$ cat config.mk
export PLATFORM = sky130hd
export DESIGN_NAME = clk_src_failover_ctrl
export DESIGN_NICKNAME = d
export VERILOG_FILES = /design/src/rtl/clk_src_failover_ctrl.sv
export SDC_FILE = /design/constraint.sdc
export NUM_CORES = 1
export LEC_CHECK = 0
export CAP_MARGIN = 20
export CORE_MARGIN = 1.5
export CORE_UTILIZATION = 68
export DETAILED_ROUTE_END_ITERATION = 10
export DONT_BUFFER_PORTS = 1
export HOLD_SLACK_MARGIN = 0.03
export PLACE_DENSITY = 0.82
export SYNTH_ARGS = -nofsm -noshare
export SYNTH_HDL_FRONTEND = slang
export SYNTH_SLANG_ARGS = --single-unit
$ cat constraint.sdc
create_clock -name clk -period 3.7 [get_ports clk]
set_input_delay 0.925 -clock clk [delete_from_list [all_inputs] [get_ports clk]]
set_output_delay 0.925 -clock clk [all_outputs]
set_load 0.1 [all_outputs]
$ cat src/rtl/clk_src_failover_ctrl.sv
// clk_src_failover_ctrl
// Sequences the 320 MHz fast-command clock mux between the internal and the
// external clock. The external clock is qualified from consecutive in-range
// rate measurements. The FC stream is blanked before and after every planned
// switch. The controller falls back to the internal clock at once when the
// external clock stops or reports a bad rate while it is in use.
//
// Ports
//   clk          in   controller clock (internal 320 MHz)
//   aresetn      in   asynchronous active-low reset
//   rate_valid   in   strobe, rate_value holds a measurement
//   rate_value   in   [23:0] external clock rate measurement
//   ext_stopped  in   level, external clock stopped (already synchronized)
//   auto_en      in   allows automatic use of the external clock
//   force_int    in   forces the internal clock
//   clk_int_sel  out  BUFGCTRL S0, 1 = internal clock
//   fc_blank     out  forces the FC output to idle while high
//   ext_in_use   out  high only in EXT
//   state        out  [2:0] current state encoding
//   switch_count out  [15:0] clk_int_sel toggles, saturating
//   fail_count   out  [15:0] unplanned fallbacks, saturating
module clk_src_failover_ctrl #(
  parameter logic [23:0] RATE_MIN     = 24'd319000,
  parameter logic [23:0] RATE_MAX     = 24'd321000,
  parameter int          GOOD_COUNT   = 4,
  parameter int          BLANK_CYCLES = 64
) (
  input  logic        clk,
  input  logic        aresetn,
  input  logic        rate_valid,
  input  logic [23:0] rate_value,
  input  logic        ext_stopped,
  input  logic        auto_en,
  input  logic        force_int,
  output logic        clk_int_sel,
  output logic        fc_blank,
  output logic        ext_in_use,
  output logic [2:0]  state,
  output logic [15:0] switch_count,
  output logic [15:0] fail_count
);

  localparam int GOOD_W  = $clog2(GOOD_COUNT + 1);
  localparam int BLANK_W = $clog2(BLANK_CYCLES + 1);
  localparam logic [GOOD_W-1:0]  GOOD_MAX   = GOOD_W'(GOOD_COUNT);
  localparam logic [BLANK_W-1:0] BLANK_LAST = BLANK_W'(BLANK_CYCLES - 1);

  typedef enum logic [2:0] {
    ST_INT      = 3'b000,
    ST_PRE_EXT  = 3'b001,
    ST_POST_EXT = 3'b010,
    ST_EXT      = 3'b011,
    ST_PRE_INT  = 3'b100,
    ST_POST_INT = 3'b101
  } state_t;

  // Saturating 16-bit increment shared by both event counters.
  function automatic logic [15:0] sat_inc16(input logic [15:0] v);
    if (v == 16'hFFFF) begin
      sat_inc16 = v;
    end else begin
      sat_inc16 = v + 16'd1;
    end
  endfunction

  state_t               state_r, state_s;
  logic                 clk_int_sel_r, clk_int_sel_s;
  logic                 fc_blank_r, fc_blank_s;
  logic                 ext_in_use_r, ext_in_use_s;
  logic [15:0]          switch_count_r, switch_count_s;
  logic [15:0]          fail_count_r, fail_count_s;
  logic [GOOD_W-1:0]    good_cnt_r, good_upd_s, good_cnt_s;
  logic [BLANK_W-1:0]   blank_cnt_r, blank_cnt_s;
  logic                 in_range_s, rate_ok_s, rate_bad_s, blank_done_s;

  // Measurement classification; a stopped clock overrides any measurement.
  assign in_range_s   = (rate_value >= RATE_MIN) && (rate_value <= RATE_MAX);
  assign rate_ok_s    = rate_valid && in_range_s && !ext_stopped;
  assign rate_bad_s   = rate_valid && !in_range_s;
  assign blank_done_s = (blank_cnt_r == BLANK_LAST);

  // Next-state, next-output and counter update logic.
  always_comb begin
    state_s        = state_r;
    clk_int_sel_s  = clk_int_sel_r;
    fail_count_s   = fail_count_r;
    good_upd_s     = good_cnt_r;
    good_cnt_s     = good_cnt_r;
    blank_cnt_s    = blank_cnt_r;
    switch_count_s = switch_count_r;
    fc_blank_s     = 1'b0;
    ext_in_use_s   = 1'b0;

    // Qualification only accumulates in INT but is lost anywhere on a bad sample.
    if (ext_stopped || rate_bad_s) begin
      good_upd_s = {GOOD_W{1'b0}};
    end else if (rate_ok_s && (state_r == ST_INT) && (good_cnt_r != GOOD_MAX)) begin
      good_upd_s = good_cnt_r + GOOD_W'(1);
    end else begin
      good_upd_s = good_cnt_r;
    end

    case (state_r)
      ST_INT: begin
        // Uses the updated count so the qualifying strobe moves state next cycle.
        if ((good_upd_s == GOOD_MAX) && auto_en && !force_int && !ext_stopped) begin
          state_s = ST_PRE_EXT;
        end else begin
          state_s = ST_INT;
        end
      end
      ST_PRE_EXT: begin
        if (ext_stopped) begin
          state_s       = ST_POST_INT;
          clk_int_sel_s = 1'b1;
          fail_count_s  = sat_inc16(fail_count_r);
        end else if (blank_done_s) begin
          state_s       = ST_POST_EXT;
          clk_int_sel_s = 1'b0;
        end else begin
          state_s = ST_PRE_EXT;
        end
      end
      ST_POST_EXT: begin
        if (ext_stopped) begin
          state_s       = ST_POST_INT;
          clk_int_sel_s = 1'b1;
          fail_count_s  = sat_inc16(fail_count_r);
        end else if (blank_done_s) begin
          state_s = ST_EXT;
        end else begin
          state_s = ST_POST_EXT;
        end
      end
      ST_EXT: begin
        // Failure is checked first so it wins over a planned exit.
        if (ext_stopped || rate_bad_s) begin
          state_s       = ST_POST_INT;
          clk_int_sel_s = 1'b1;
          fail_count_s  = sat_inc16(fail_count_r);
        end else if (force_int || !auto_en) begin
          state_s = ST_PRE_INT;
        end else begin
          state_s = ST_EXT;
        end
      end
      ST_PRE_INT: begin
        if (ext_stopped) begin
          state_s       = ST_POST_INT;
          clk_int_sel_s = 1'b1;
          fail_count_s  = sat_inc16(fail_count_r);
        end else if (blank_done_s) begin
          state_s       = ST_POST_INT;
          clk_int_sel_s = 1'b1;
        end else begin
          state_s = ST_PRE_INT;
        end
      end
      ST_POST_INT: begin
        if (blank_done_s) begin
          state_s = ST_INT;
        end else begin
          state_s = ST_POST_INT;
        end
      end
      default: begin
        // Illegal encodings recover through a full blanking period on the internal clock.
        state_s       = ST_POST_INT;
        clk_int_sel_s = 1'b1;
      end
    endcase

    if ((state_s == ST_INT) && (state_r != ST_INT)) begin
      good_cnt_s = {GOOD_W{1'b0}};
    end else begin
      good_cnt_s = good_upd_s;
    end

    if (state_s != state_r) begin
      blank_cnt_s = {BLANK_W{1'b0}};
    end else if (!blank_done_s) begin
      blank_cnt_s = blank_cnt_r + BLANK_W'(1);
    end else begin
      blank_cnt_s = blank_cnt_r;
    end

    if (clk_int_sel_s != clk_int_sel_r) begin
      switch_count_s = sat_inc16(switch_count_r);
    end else begin
      switch_count_s = switch_count_r;
    end

    if ((state_s == ST_INT) || (state_s == ST_EXT)) begin
      fc_blank_s = 1'b0;
    end else begin
      fc_blank_s = 1'b1;
    end

    if (state_s == ST_EXT) begin
      ext_in_use_s = 1'b1;
    end else begin
      ext_in_use_s = 1'b0;
    end
  end

  // State and registered-output update with asynchronous reset to INT.
  always_ff @(posedge clk or negedge aresetn) begin
    if (!aresetn) begin
      state_r        <= ST_INT;
      clk_int_sel_r  <= 1'b1;
      fc_blank_r     <= 1'b0;
      ext_in_use_r   <= 1'b0;
      switch_count_r <= 16'd0;
      fail_count_r   <= 16'd0;
      good_cnt_r     <= {GOOD_W{1'b0}};
      blank_cnt_r    <= {BLANK_W{1'b0}};
    end else begin
      state_r        <= state_s;
      clk_int_sel_r  <= clk_int_sel_s;
      fc_blank_r     <= fc_blank_s;
      ext_in_use_r   <= ext_in_use_s;
      switch_count_r <= switch_count_s;
      fail_count_r   <= fail_count_s;
      good_cnt_r     <= good_cnt_s;
      blank_cnt_r    <= blank_cnt_s;
    end
  end

  assign clk_int_sel  = clk_int_sel_r;
  assign fc_blank     = fc_blank_r;
  assign ext_in_use   = ext_in_use_r;
  assign state        = state_r;
  assign switch_count = switch_count_r;
  assign fail_count   = fail_count_r;

endmodule
==> impl_metrics.env, run 1 <==
export IMPL_final_common_cell="dfrtp_1"
export IMPL_cts_hold_buffers_added=0
export IMPL_netlist_area_um2=2880
export IMPL_dieArea_um2=4630
export IMPL_yosysWarningCount=0
export IMPL_portBuffers=0
export IMPL_pre_cts_slack_ns=0.299
export IMPL_synth_seq_area_share_pct=41.8
export IMPL_die_y_um=68.1
export IMPL_holdWs_ns=0.303
export IMPL_layout_nets=373
export IMPL_async_flop_share_pct=100
export IMPL_ctsResizeCount=0
export IMPL_cts_root_buffer="clkbuf_8"
export IMPL_timing_rr_end="switch_count[1]"
export IMPL_avgSynthCellArea_um2=9.40
export IMPL_vias_per_cell=6.42
export IMPL_dpl_cell_area_um2=3160
export IMPL_grt_max_degree=49
export IMPL_ys_ff_latch=48
export IMPL_syn_num_nets=341
export IMPL_die_w_um=68.1
export IMPL_cts_made_buffers=5
export IMPL_rsz0062_at_grt="false"
export IMPL_crit_fanout=8
export IMPL_drt_iter0_drc=215
export IMPL_syn_to_final_growth_pct=14.4
export IMPL_utilization_pct=81.7
export IMPL_synth_area_leaders="dfrtp_1 41%, xor2_1 8.8%, nand2_1 3.3%"
export IMPL_postLayoutSetupSlackWorst_ns=0.576
export IMPL_dr_pass1_iters=6
export IMPL_end_kind="register"
export IMPL_gp_congestion=0.863
export IMPL_cp_start_kind="input pin"
export IMPL_reg2reg_depth=8
export IMPL_drc=0
export IMPL_num_fill_cells=250
export IMPL_period_needed_ns=3.12
export IMPL_status="finished, final reports clean"
export IMPL_grt_pass1_wl_um=10800
export IMPL_r2r_start="switch_count[0]"
export IMPL_irDropWorstVdd_uv=781
export IMPL_rows=23
export IMPL_dp_hpwl_um=4850
export IMPL_fmax_mhz=320
export IMPL_worstPathRequired_ns=3.90
export IMPL_finalNonFillerCells=388
export IMPL_cts_htree_levels=2
export IMPL_drv_slew=0
export IMPL_r2r_setup_slack_ns=0.94
export IMPL_max_slew_margin_pct=30.3
export IMPL_min_period_over_period_pct=84.4
export IMPL_setup_viol=0
export IMPL_finClkSkew_ns=0.00939
export IMPL_wl_per_cell_um=17.2
export IMPL_postCtsSetupBuffers=0
export IMPL_wl_um=6670
export IMPL_netlist_instances=306
export IMPL_synth_top_cell_by_area="dfrtp_1"
export IMPL_hp_class="input pin to asynchronous set/reset pin"
export IMPL_antennaDiodeCount=0
export IMPL_tns_ns=0
export IMPL_powerDensity_nw_per_um2=600
export IMPL_grt_pass1_vias=2495
export IMPL_synth_edff_count=0
export IMPL_total_power_mw=1.98
export IMPL_synth_top_area_share_pct=40.9
export IMPL_ys_types=60
export IMPL_multi_input_area_um2=1580
export IMPL_initial_core_util_pct=71.4
export IMPL_cts_max_path_buffers=2
export IMPL_vias=2491
export IMPL_tightestPinTransition_ns=1.05
export IMPL_ys_flop_type="dfrtp_1"
export IMPL_worstPathArrival_ns=3.32
export IMPL_p_leak_nw=1.47
export IMPL_hold_viol_final=0
export IMPL_coreArea_um2=4030
export IMPL_dp_cells=381
export IMPL_cts_sinks=48
export IMPL_ff_latch_area_um2=1200
export IMPL_grt_ovfl_total=0
export IMPL_clkSlewWorstSetupHoldPaths_ns=0.09
export IMPL_clk_latency_ns=0.30
export IMPL_drive_above_1_share_pct=15.4
export IMPL_final_area_um2=3290
export IMPL_layout_common_cells="47 x dfrtp_1, 36 x buf_4, 29 x xor2_1"
export IMPL_crit_type="input pin to register"
export IMPL_io_pins=68
export IMPL_drv_cap=0
export IMPL_grt_antenna_before_repair=0
export IMPL_grtUsageTotal_pct=30.2
export IMPL_postRouteAntennaNets=0
export IMPL_tritoncts="built"
worst max-delay path: stages:
cell      delay [ns]
or4_1           0.55
nor2_2          0.15
or3b_4          0.43
a211oi_2        0.27
mux2i_1         0.27
o21a_1          0.18
clkinv_1        0.21
o31ai_1         0.33
per-layer routing:
layer | vias up | wire length (um) | GRT usage [%]
li1 | 1176 | - | -
met1 | 1168 | 2600 | 34.2
met2 | 121 | 3440 | 54.7
met3 | 26 | 439 | 7.07
met4 | 0 | 199 | 11.5
met5 | - | 0 | 0
how the worst max path moves through the flow:
stage	to	cells after the start	from	slack, ns
6_report	blank_cnt_r[6]	8	rate_value[22]	0.58
5_1_grt	blank_cnt_r[6]	8	rate_value[22]	0.51
4_1_cts	blank_cnt_r[6]	8	rate_value[22]	0.61
3_5_place_dp	blank_cnt_r[6]	8	rate_value[22]	0.30
3_3_place_gp	blank_cnt_r[6]	8	rate_value[22]	0.45
2_1_floorplan	switch_count[7]	8	rate_value[22]	0.49
cell usage after synthesis, types with 2 or more instances:
library cell  number
nor4_1            13
o21ai_0           12
xor2_1            29
nand4_1            6
nand4b_1           2
nor2_1            22
and2_1             3
nor4b_1            7
ha_1               5
nand2_1           25
nor2b_1            2
o31ai_1            8
o21bai_1           3
a31oi_1            2
or4_1              2
nand2b_1           2
nand3_1           16
a211oi_1           3
and4_1             3
o211ai_1           2
and3_1             7
nor3_1            11
xnor2_1            8
a41oi_1            2
inv_1             11
mux2i_1            2
dfrtp_1           47
nor3b_1            4
nand3b_1           6
a21oi_1            3
clkbuf_1           9
final cells by class:
class                      instances  area share, %
clock buffer                       5           2.09
inverter                          12           1.37
sequential                        48           36.5
multi-input combinational        235           48.1
timing repair buffer              36           8.21
tap                               50           1.90
clock inverter                     2           1.82
state kept, by name, indices dropped and copies added (netlist names):
name and flops:
blank_cnt_r 7, switch_count 16, fc_blank 1, clk_int_sel 1, state 3, good_cnt_r 3, fail_count 16, ext_in_use 1
cells by family after synthesis:
family | Yosys count | synth area share [%]
AND/OR/NAND/NOR | 138 | 26.8
multiplexers | 4 | 1.48
buffers and inverters | 23 | 3.17
AO/OA/AOI/OAI | 51 | 13.3
flip-flops | 48 | 41.8
adder cells (fa/ha/maj) | 5 | 2.17
XOR/XNOR | 37 | 11.3
where the power goes:
| part | total (mW) | internal (mW) | switching [mW] |
|---|---|---|---|
| Sequential | 0.832 | 0.615 | 0.217 |
| Combinational | 0.702 | 0.208 | 0.494 |
| Clock | 0.441 | 0.266 | 0.175 |
| Total | 1.98 | 1.09 | 0.886 |
Power figures use the tool's default switching activity.
==> run 2: changes to the inputs <==
CORE_UTILIZATION = 57   (was 68)
PLACE_DENSITY = 0.73   (was 0.82)
clock period = 2.6 ns   (was 3.7 ns; I/O delays follow)
==> impl_metrics.env, run 2 (synthesis gave the netlist of run 1 again) <==
export IMPL_cts_max_path_buffers=2
export IMPL_cts_made_buffers=5
export IMPL_cp_slowest_cell="or4_1"
export IMPL_cp_start_kind="input pin"
export IMPL_finClkSkew_ns=0.00645
export IMPL_grt_pass1_wl_um=10700
export IMPL_grt_ovfl_total=0
export IMPL_gp_congestion=0.881
export IMPL_period_needed_ns=2.58
export IMPL_powerDensity_nw_per_um2=787
export IMPL_r2r_setup_slack_ns=0.21
export IMPL_vias=2540
export IMPL_dr_pass1_iters=4
export IMPL_tightestPinTransition_ns=0.689
export IMPL_drv_slew=0
export IMPL_tritoncts="built"
export IMPL_layout_nets=395
export IMPL_critPathMaxStageDelay_ns=0.55
export IMPL_clk_latency_ns=0.31
export IMPL_postCtsSetupBuffers=0
export IMPL_worstPathRequired_ns=2.79
export IMPL_cts_htree_levels=2
export IMPL_crit_fanout=5
export IMPL_dpl_cell_area_um2=3360
export IMPL_layout_common_cells="56 x buf_4, 44 x dfrtp_1, 29 x xor2_1"
export IMPL_irDropWorstVdd_uv=868
export IMPL_initial_core_util_pct=60.1
export IMPL_path_cells="or4_4 -> a211oi_1 -> and3_1 -> a21oi_1 -> buf_4 -> a2bb2oi_4 -> or4_1 -> xnor2_1"
export IMPL_cts_root_buffer="clkbuf_8"
export IMPL_hp_class="input pin to asynchronous set/reset pin"
export IMPL_total_power_mw=2.80
export IMPL_dp_hpwl_um=4850
export IMPL_vias_per_cell=5.93
export IMPL_dieArea_um2=5480
export IMPL_status="finished, final reports clean"
export IMPL_die_y_um=74.1
export IMPL_r2r_start="blank_cnt_r[0]"
export IMPL_drt_iter0_drc=130
export IMPL_grtUsageTotal_pct=25.5
export IMPL_syn_to_final_growth_pct=23.8
export IMPL_coreArea_um2=4790
export IMPL_final_common_cell="buf_4"
export IMPL_hold_viol_final=0
export IMPL_crit_type="input pin to register"
export IMPL_wl_per_cell_um=15.8
export IMPL_dp_cells=419
export IMPL_timing_rr_end="switch_count[15]"
export IMPL_die_w_um=74.1
export IMPL_finalNonFillerCells=428
export IMPL_clkSlewWorstSetupHoldPaths_ns=0.09
export IMPL_antennaDiodeCount=0
export IMPL_cts_sinks=48
export IMPL_io_pins=68
export IMPL_p_leak_nw=1.58
export IMPL_grt_antenna_before_repair=0
export IMPL_end_kind="register"
export IMPL_grt_max_degree=48
export IMPL_portBuffers=0
export IMPL_rows=25
export IMPL_drc=0
export IMPL_max_slew_margin_pct=54.0
export IMPL_utilization_pct=74.4
export IMPL_reg2reg_depth=9
export IMPL_postRouteAntennaNets=0
export IMPL_rsz0062_at_grt="true"
export IMPL_setup_viol=0
export IMPL_min_period_over_period_pct=99.3
export IMPL_wl_um=6750
export IMPL_grt_pass1_vias=2386
export IMPL_final_area_um2=3560
export IMPL_fmax_mhz=387
export IMPL_worstPathArrival_ns=2.77
export IMPL_drive_above_1_share_pct=24.9
export IMPL_drv_cap=0
run 2: layout make-up:
class	count	area [um^2]
Clock buffer	7	86.3
Fill cell	376	1220
Inverter	12	47.5
Tap cell	67	83.8
Sequential cell	48	1210
Timing Repair Buffer	58	459
Multi-Input combinational cell	235	1670
Clock inverter	1	8.76
run 2: metal layers:
layer	part of all wire [%]	global-route usage, %	vias up
met5	0	0	-
met4	1.6	8.02	0
met3	5.5	5.42	11
met2	49	44.1	73
met1	44	31.7	1228
li1	-	-	1228
run 2: worst max-delay path by stage:
| stage | start | endpoint | slack [ns] | cells past startpoint |
|---|---|---|---|---|
| final | rate_value[22] | fail_count[8] | 0.02 | 8 |
| after global routing | rate_value[22] | fail_count[13] | -0.06 | 9 |
| after CTS | rate_value[22] | switch_count[15] | 0.003 | 8 |
| after detailed placement | rate_value[22] | blank_cnt_r[1] | -0.39 | 8 |
| after global placement | rate_value[22] | blank_cnt_r[1] | -0.30 | 8 |
| after floorplan | rate_value[22] | switch_count[1] | -0.29 | 7 |
run 2: timing repair:
item                       4_1_cts  5_1_grt
hold buffers                     1        0
hold endpoints to repair        47        0
gates resized for setup          2       13
setup endpoints to repair        8       33
pin swaps                        0        1
run 2: stage by stage:
step	hold WS [ns]	setup TNS, ns	setup slack, ns
floorplan	0.354	-7.11	-0.287
global placement	0.356	-9.90	-0.299
detailed placement	0.355	-12.00	-0.394
CTS	0.175	0	0.00334
global route	0.162	-0.743	-0.0559
finish	0.176	0	0.0178
run 2: worst max-delay path: cells and delay by family:
family / cells / cell delay [ns]
XOR/XNOR: 1 / 0.14
AND/OR/NAND/NOR: 3 / 1.31
AO/OA/AOI/OAI: 3 / 0.50
buffers and inverters: 1 / 0.17
run 2: report_power, final:
group	total [mW]	internal (mW)	switching, mW
sequential	0.997	0.880	0.118
combinational	1.33	0.384	0.947
clock	0.475	0.218	0.257
total	2.80	1.48	1.32
==> run 3: changes to the inputs <==
CTS_CLUSTER_DIAMETER = 60   (was not set)
==> results of run 3 <==
Final layout, timing and power as in run 2 (identical DEF).
